===== src/rtl/fifo_stream_pkg.sv =====
// Shared definitions for the FIFO drain stream block.
//   DEF_DATA_W : default byte width (matches the upstream FIFO)
//   BUF_DEPTH  : output skid buffer depth
//   state_t    : drain FSM states
//   beat_w()   : width of a beat counter for an n-beat packet (at least 1)
package fifo_stream_pkg;
  localparam int DEF_DATA_W = 8;
  localparam int BUF_DEPTH  = 3;

  typedef enum logic [1:0] {IDLE, RUN, STOP} state_t;

  function automatic int beat_w(input int n);
    return (n > 1) ? $clog2(n) : 1;
  endfunction
endpackage


===== src/rtl/stream_buf3.sv =====
// 3-entry circular output buffer.
//   clk, rst : clock, async active-low reset
//   wr/wdata : push a byte at the tail
//   pop      : drop the head (ignored when empty)
//   flush    : empty the buffer, pointers back to entry 0
//   occ      : number of held bytes (0..3)
//   head     : byte at the head position
module stream_buf3 import fifo_stream_pkg::*; #(
  parameter int DATA_W = DEF_DATA_W
) (
  input  logic              clk,
  input  logic              rst,
  input  logic              wr,
  input  logic [DATA_W-1:0] wdata,
  input  logic              pop,
  input  logic              flush,
  output logic [1:0]        occ,
  output logic [DATA_W-1:0] head
);
  logic [BUF_DEPTH-1:0][DATA_W-1:0] mem;
  logic [1:0] wp, rp;
  logic       do_pop;

  function automatic logic [1:0] nxt(input logic [1:0] p);
    return (p == 2'(BUF_DEPTH - 1)) ? 2'd0 : p + 2'd1;
  endfunction

  assign do_pop = pop & (occ != 2'd0);
  assign head   = mem[rp];

  always_ff @(posedge clk or negedge rst) begin
    if (!rst) begin
      mem <= '0;
      wp  <= '0;
      rp  <= '0;
      occ <= '0;
    end else if (flush) begin
      wp  <= '0;
      rp  <= '0;
      occ <= '0;
    end else begin
      if (wr) begin
        mem[wp] <= wdata;
        wp      <= nxt(wp);
      end
      if (do_pop) rp <= nxt(rp);
      // Simultaneous write and pop is legal at any occupancy; the read-issue
      // logic upstream never lets a write land on a full buffer without a pop.
      occ <= occ + 2'(wr) - 2'(do_pop);
    end
  end
endmodule


===== src/rtl/fifo_drain_stream.sv =====
// Read-side consumer for the 8-bit synchronous FIFO. Pops bytes (1-cycle read
// latency) and re-presents them as a valid/ready stream framed into PKT_LEN
// beat packets, counting completed packets.
//   clk, rst          : clock, async active-low reset
//   en                : issue FIFO reads while high
//   flush             : drop buffered and in-flight bytes, restart at beat 0
//   fifo_empty/rd_en/dout : FIFO read interface
//   m_valid/ready/data/last : output stream
//   pkt_count         : completed packets (wraps)
//   busy              : buffer or in-flight read non-empty
module fifo_drain_stream import fifo_stream_pkg::*; #(
  parameter int DATA_W  = DEF_DATA_W,
  parameter int PKT_LEN = 16,
  parameter int CNT_W   = 16
) (
  input  logic              clk,
  input  logic              rst,
  input  logic              en,
  input  logic              flush,
  input  logic              fifo_empty,
  output logic              fifo_rd_en,
  input  logic [DATA_W-1:0] fifo_dout,
  output logic              m_valid,
  input  logic              m_ready,
  output logic [DATA_W-1:0] m_data,
  output logic              m_last,
  output logic [CNT_W-1:0]  pkt_count,
  output logic              busy
);
  localparam int BW = beat_w(PKT_LEN);
  localparam logic [BW-1:0] LAST_BEAT = BW'(PKT_LEN - 1);

  state_t        state;
  logic          inflight;
  logic [1:0]    occ;
  logic [BW-1:0] beat;
  logic          hs;

  // Issue a read only when the buffer can absorb it even with no pop, so
  // there is no combinational path from m_ready to fifo_rd_en.
  assign fifo_rd_en = rst & en & ~flush & ~fifo_empty &
                      (({1'b0, occ} + {2'b0, inflight}) < 3'(BUF_DEPTH));

  assign m_valid = (occ != 2'd0);
  assign busy    = m_valid | inflight;
  // Beat counter tracks the beat index of the buffer head.
  assign m_last  = m_valid & (beat == LAST_BEAT);
  assign hs      = m_valid & m_ready & ~flush;

  stream_buf3 #(.DATA_W(DATA_W)) u_buf (
    .clk   (clk),
    .rst   (rst),
    .wr    (inflight & ~flush),
    .wdata (fifo_dout),
    .pop   (m_valid & m_ready),
    .flush (flush),
    .occ   (occ),
    .head  (m_data)
  );

  always_ff @(posedge clk or negedge rst) begin
    if (!rst) inflight <= 1'b0;
    else      inflight <= fifo_rd_en;
  end

  always_ff @(posedge clk or negedge rst) begin
    if (!rst) begin
      beat      <= '0;
      pkt_count <= '0;
    end else if (flush) begin
      beat <= '0;
    end else if (hs) begin
      beat <= (beat == LAST_BEAT) ? '0 : beat + BW'(1);
      if (m_last) pkt_count <= pkt_count + CNT_W'(1);
    end
  end

  always_ff @(posedge clk or negedge rst) begin
    if (!rst) state <= IDLE;
    else if (flush) state <= en ? RUN : IDLE;
    else begin
      case (state)
        IDLE:    if (en) state <= RUN;
        RUN:     if (!en) state <= busy ? STOP : IDLE;
        STOP:    if (en) state <= RUN;
                 else if (!busy) state <= IDLE;
        default: state <= IDLE;
      endcase
    end
  end
endmodule


===== config.mk =====
export PLATFORM = sky130hd
export DESIGN_NAME = fifo_drain_stream
export DESIGN_NICKNAME = d
export VERILOG_FILES = /design/src/rtl/fifo_stream_pkg.sv /design/src/rtl/stream_buf3.sv /design/src/rtl/fifo_drain_stream.sv
export SDC_FILE = /design/constraint.sdc
export NUM_CORES = 1
export LEC_CHECK = 0
export ABC_AREA = 1
export CORE_UTILIZATION = 24
export DETAILED_ROUTE_END_ITERATION = 6
export HOLD_SLACK_MARGIN = 0.12
export RECOVER_POWER = 100
export SLEW_MARGIN = 5
export SYNTH_ARGS = -nofsm -noshare
export SYNTH_HDL_FRONTEND = slang
export SYNTH_SLANG_ARGS = --single-unit

===== constraint.sdc =====
create_clock -name clk -period 4.05 [get_ports clk]
set_input_delay 1.215 -clock clk [delete_from_list [all_inputs] [get_ports clk]]
set_output_delay 1.215 -clock clk [all_outputs]
set_load 0.02 [all_outputs]

Word-level counts from Yosys, hierarchy flattened:

Cells that the tools add are included.

* $add $sub $neg: 7
* magnitude comparators: 4
* eq/ne operators: 3
* mux-type cells: 15
* bitwise logic cells: 12
* reductions and logical operators: 7

Operators by type and width (count)
* bitwise mux 24 bit: 1
* adder 16 x 1 -> 16 bit, second input constant: 1
* binary-select mux 8 bit (select 2 bit): 1
* demux 8 bit (select 2 bit): 1
* 2-to-1 mux 8 bit: 2
* 2-to-1 mux 2 bit: 7
* 2-to-1 mux 4 bit: 3
* bitwise AND 1 bit: 9
* nonzero test 2 bit: 4
* less-than comparator 2 x 3 -> 1 bit, second input constant: 2
* adder 2 x 1 -> 2 bit, second input constant: 2
* adder 4 x 1 -> 4 bit, second input constant: 1
* == test 2 bit, second input constant: 2
* == test 4 bit, second input constant: 1
* adder 2 x 1 -> 3 bit: 1
* less-than comparator 3 x 2 -> 1 bit, second input constant: 1
* AND reduction 3 bit: 1
* adder 2 x 1 -> 2 bit: 1
* >= comparator 2 x 1 -> 1 bit, second input constant: 1
* NOT 1 bit: 2
* AND reduction 2 bit: 1
* subtractor 2 x 1 -> 2 bit: 1
* logical AND 1 bit: 1
* OR 1 bit: 1

* register bits after elaboration: 51
* input bits: 14
* output and inout port bits: 28
* logic and storage cells: 57

Longest topological paths before layout:

* depth in word-level cells: 5
* gate-level depth with buffers: 9
* mapped depth without buffers: 9

By module:

From an unflattened synthesis, not the netlist that was laid out.

* cell total of the unflattened synthesis: 332
* area, all modules: 2686.3 µm²

By module, submodules not included
* stream_buf3: instances 1, cells an instance 163, area an instance 1405.1 µm², seq. area each 750.7 µm²
* fifo_drain_stream: instances 1, cells an instance 169, area an instance 1281.2 µm², seq. area each 525.5 µm²

Least setup slack after synthesis:

No wires, ideal clock.

* kind: input to output
* start: input port flush
* end: output port fifo_rd_en
* arrival time: 1922 ps
* slack: 913 ps
* stages: 3
* cell sequence: inv_4 -> nand3_1 -> nor3b_1

* longest elaborated chain between the ends: 4

RTL lines
* start, declared: line fifo_drain_stream.sv:19 `input logic flush,`
* NOT 1 bit (no line)
* bitwise AND 1 bit (3 in series): line fifo_drain_stream.sv:41 `assign fifo_rd_en = rst & en & ~flush & ~fifo_empty &`
* end, declared: line fifo_drain_stream.sv:21 `output logic fifo_rd_en,`

Every way passes these cells.

Worst setup path after layout:

Same ends and word-level chain as after synthesis.

==> impl_metrics.env <==
export IMPL_status="finished, violations left"
export IMPL_violations="capacitance limit"
export IMPL_cp_arrival_ps=2730
export IMPL_p_sw_share_pct=31.0
export IMPL_p_comb_share_pct=25.8
export IMPL_io_pins=42
export IMPL_cts_tree="yes"
export IMPL_pre_cts_ws_ps=73.1
export IMPL_coreArea_sq_mm=0.0103
export IMPL_required_ps=2830
export IMPL_synth_area_per_cell_sq_um=8.24
export IMPL_die_x_um=105
export IMPL_grt_pass1_wl_um=9890
export IMPL_synth_area_leaders="dfrtp_1 50%, nand2_1 16%, o21ai_1 5.3%"
export IMPL_drive_gt1_share_pct=4.47
export IMPL_routed_wl_met2_um=2680
export IMPL_cts_setup_buffers=0
export IMPL_synthXorXnorAreaFrac_pct=2.39
export IMPL_yosys_area_share_simple_pct=31.4
export IMPL_met3_wirelength_um=178
export IMPL_htreeDepth=2
export IMPL_dieHeight_um=105
export IMPL_synthFlopType="dfrtp_1"
export IMPL_syn_instance_count=311
export IMPL_initial_core_util_pct=24.8
export IMPL_cp_start_kind="input pin"
export IMPL_postCtsHoldBufs=0
export IMPL_area_delta_synth_final_pct=25.1
export IMPL_grtUsageTotal_pct=11.0
export IMPL_synth_compound_area_share_pct=6.83
export IMPL_ys_async_sr_fraction_pct=100
export IMPL_post_dp_hpwl_um=3980
export IMPL_instances_no_fill=494
export IMPL_synthesis_nets=331
export IMPL_num_antenna_cells=0
export IMPL_final_setup_worst_slack_ps=108
export IMPL_fin_tns_setup_ps=0
export IMPL_die_area_sq_mm=0.0111
export IMPL_cts_buffer_depth=2
export IMPL_fin_crit_sh_pct=97.3
export IMPL_place_inst=486
export IMPL_critPathMaxFanout=2
export IMPL_ant_nets=0
export IMPL_clk_pin_slew_worst_paths_ps=100
export IMPL_synth_top_family_by_area="simple AND/OR/NAND/NOR gates"
export IMPL_fp_row_count=37
export IMPL_grt_pass1_vias=2105
export IMPL_worstSetupPathType="in2out"
export IMPL_drt_vias_per_instance=4.32
export IMPL_slew_headroom_pct=1.09
export IMPL_cts_sinks=51
export IMPL_irDropWorstVdd_mv=0.173
export IMPL_max_freq_mhz=254
export IMPL_setup_violations_final=0
export IMPL_cts_resized=0
export IMPL_clock_skew_ps=4.48
export IMPL_synth_seq_area_share_pct=49.8
export IMPL_worst_pin_slew_ps=1480
export IMPL_ys_warn_count=0
export IMPL_first_pass_iters=4
export IMPL_wl_per_cell_um=11.6
export IMPL_synth_top_area_share_pct=49.8
export IMPL_nets=377
export IMPL_drv_cap=1
export IMPL_slew_violations=0
export IMPL_power_leakage_nw=1.55
export IMPL_gr_total_overflow=0
export IMPL_power_switching_mw=0.419
export IMPL_drc_errors=0
export IMPL_num_vias=2134
export IMPL_netlist_area_sq_mm=0.00256
export IMPL_routed_top_layer="met4"
export IMPL_post_synth_top_area_cell="dfrtp_1"
export IMPL_drtIter0Drc=76
export IMPL_synthMuxAreaShare_pct=0
export IMPL_synth_common_cells="106 x nand2_1, 51 x dfrtp_1, 34 x inv_1"
export IMPL_wl_met1_um=2820
export IMPL_cp_end_kind="output pin"
export IMPL_pwr_share_seq_pct=42.9
export IMPL_ys_ff_latch=51
export IMPL_root_buffer="clkbuf_8"
export IMPL_synth_most_common_cell="nand2_1"
export IMPL_gp_congestion=0.754
export IMPL_cellPowerDensity_mw_per_mm2=422
export IMPL_period_needed_ps=3940
export IMPL_synth_cell_types=26
export IMPL_cellInternalPower_mw=0.933
export IMPL_yosys_area_share_adder_pct=2.93
export IMPL_rsz0062_at_grt="false"
export IMPL_hold_class="reg2reg"
export IMPL_hold_violations=0
export IMPL_synth_edf_count=0
export IMPL_cts_buffers=5
export IMPL_power_share_clock_pct=31.2
export IMPL_routed_wl_um=5710
export IMPL_insertion_delay_ps=300
export IMPL_antenna_found_initial=0
export IMPL_port_buffers=41
export IMPL_grt_max_degree=52
==> metal layers <==
metal | GRT usage [%] | vias to the layer above
met5 | 0 | -
met4 | 2.92 | 0
met3 | 3.09 | 2
met2 | 18.5 | 31
met1 | 13.8 | 1009
li1 | - | 1092
==> cells by family after synthesis <==
| logic type | count (synthesis) |
|---|---|
| AO/OA/AOI/OAI | 35 |
| XOR/XNOR | 7 |
| adder cells (fa/ha/maj) | 6 |
| buffers and inverters | 41 |
| flip-flops | 51 |
| AND/OR/NAND/NOR | 171 |
==> cell usage in the layout (no fill, tap or decap) <==
cell             count
nand2_1            107
nor3_4               2
nor3b_1              1
o21ai_0             30
xnor2_1              3
clkinvlp_2           1
inv_1               35
dlygate4sd3_1       27
nor3_1               1
nand3b_1             2
nand2_2              1
clkdlybuf4s50_1     13
clkbuf_1             3
o21ai_1              4
nand3_2              2
clkbuf_8             5
nor2_1              15
ha_1                 6
clkbuf_2             1
a21oi_1              1
xor2_1               4
dfrtp_1             51
nor2_2               1
nand4_1             11
bufinv_16            2
nand3_1             28
clkinvlp_4           1
==> power by group through the flow <==
stage / Combinational [mW] / Clock, mW / Sequential (mW)
after floorplan: 0.223 / 0 / 0.583
after global placement: 0.382 / 0 / 0.588
after detailed placement: 0.387 / 0 / 0.590
after CTS: 0.389 / 0.443 / 0.580
after global routing: 0.394 / 0.466 / 0.587
final: 0.349 / 0.422 / 0.580
==> sequential cells by signal, summed over array words and instances (netlist names) <==
name       cells
u_buf.rp       2
inflight       1
u_buf.occ      2
u_buf.wp       2
beat           4
u_buf.mem     24
pkt_count     16
==> final timing paths <==
| kind | from | endpoint | slack, ps | cells after the start |
|---|---|---|---|---|
| min reg2reg | u_buf.mem[8] | u_buf.mem[8] | 490 | 2 |
| min in group asynchronous | rst | inflight | 1340 | 2 |
| max | flush | fifo_rd_en | 110 | 5 |
| min | u_buf.mem[8] | u_buf.mem[8] | 490 | 2 |
| max reg2reg | beat[0] | pkt_count[13] | 1770 | 6 |
| max in group asynchronous | rst | pkt_count[10] | 1920 | 2 |
==> cell type report <==
cell class	count	area, sq um
clock buffers	5	68.8
multi-input cells	219	1070
inverters	36	136
fillers	1105	7120
clock inverters	3	67.6
repair buffers	44	417
well taps	136	170
flip-flops and latches	51	1280
==> through the flow <==
| step | instance area [sq um] | hold WS (ps) | utilization (%) | power (mW) |
|---|---|---|---|---|
| after floorplan | 2560 | 459 | - | 0.807 |
| after global placement | 3130 | 471 | 30.3 | 0.970 |
| after detailed placement | 3130 | 479 | 30.3 | 0.978 |
| after CTS | 3260 | 504 | 31.6 | 1.41 |
| after global routing | 3210 | 527 | 31.1 | 1.45 |
| final | 3210 | 494 | 31.1 | 1.35 |
==> worst max-delay path, cell delays in order <==
cell and delay (ps):
clkdlybuf4s50_1 430, clkinvlp_2 90, nand3_1 60, nor3b_1 260, clkdlybuf4s50_1 660
(Power assumes the default switching activity.)
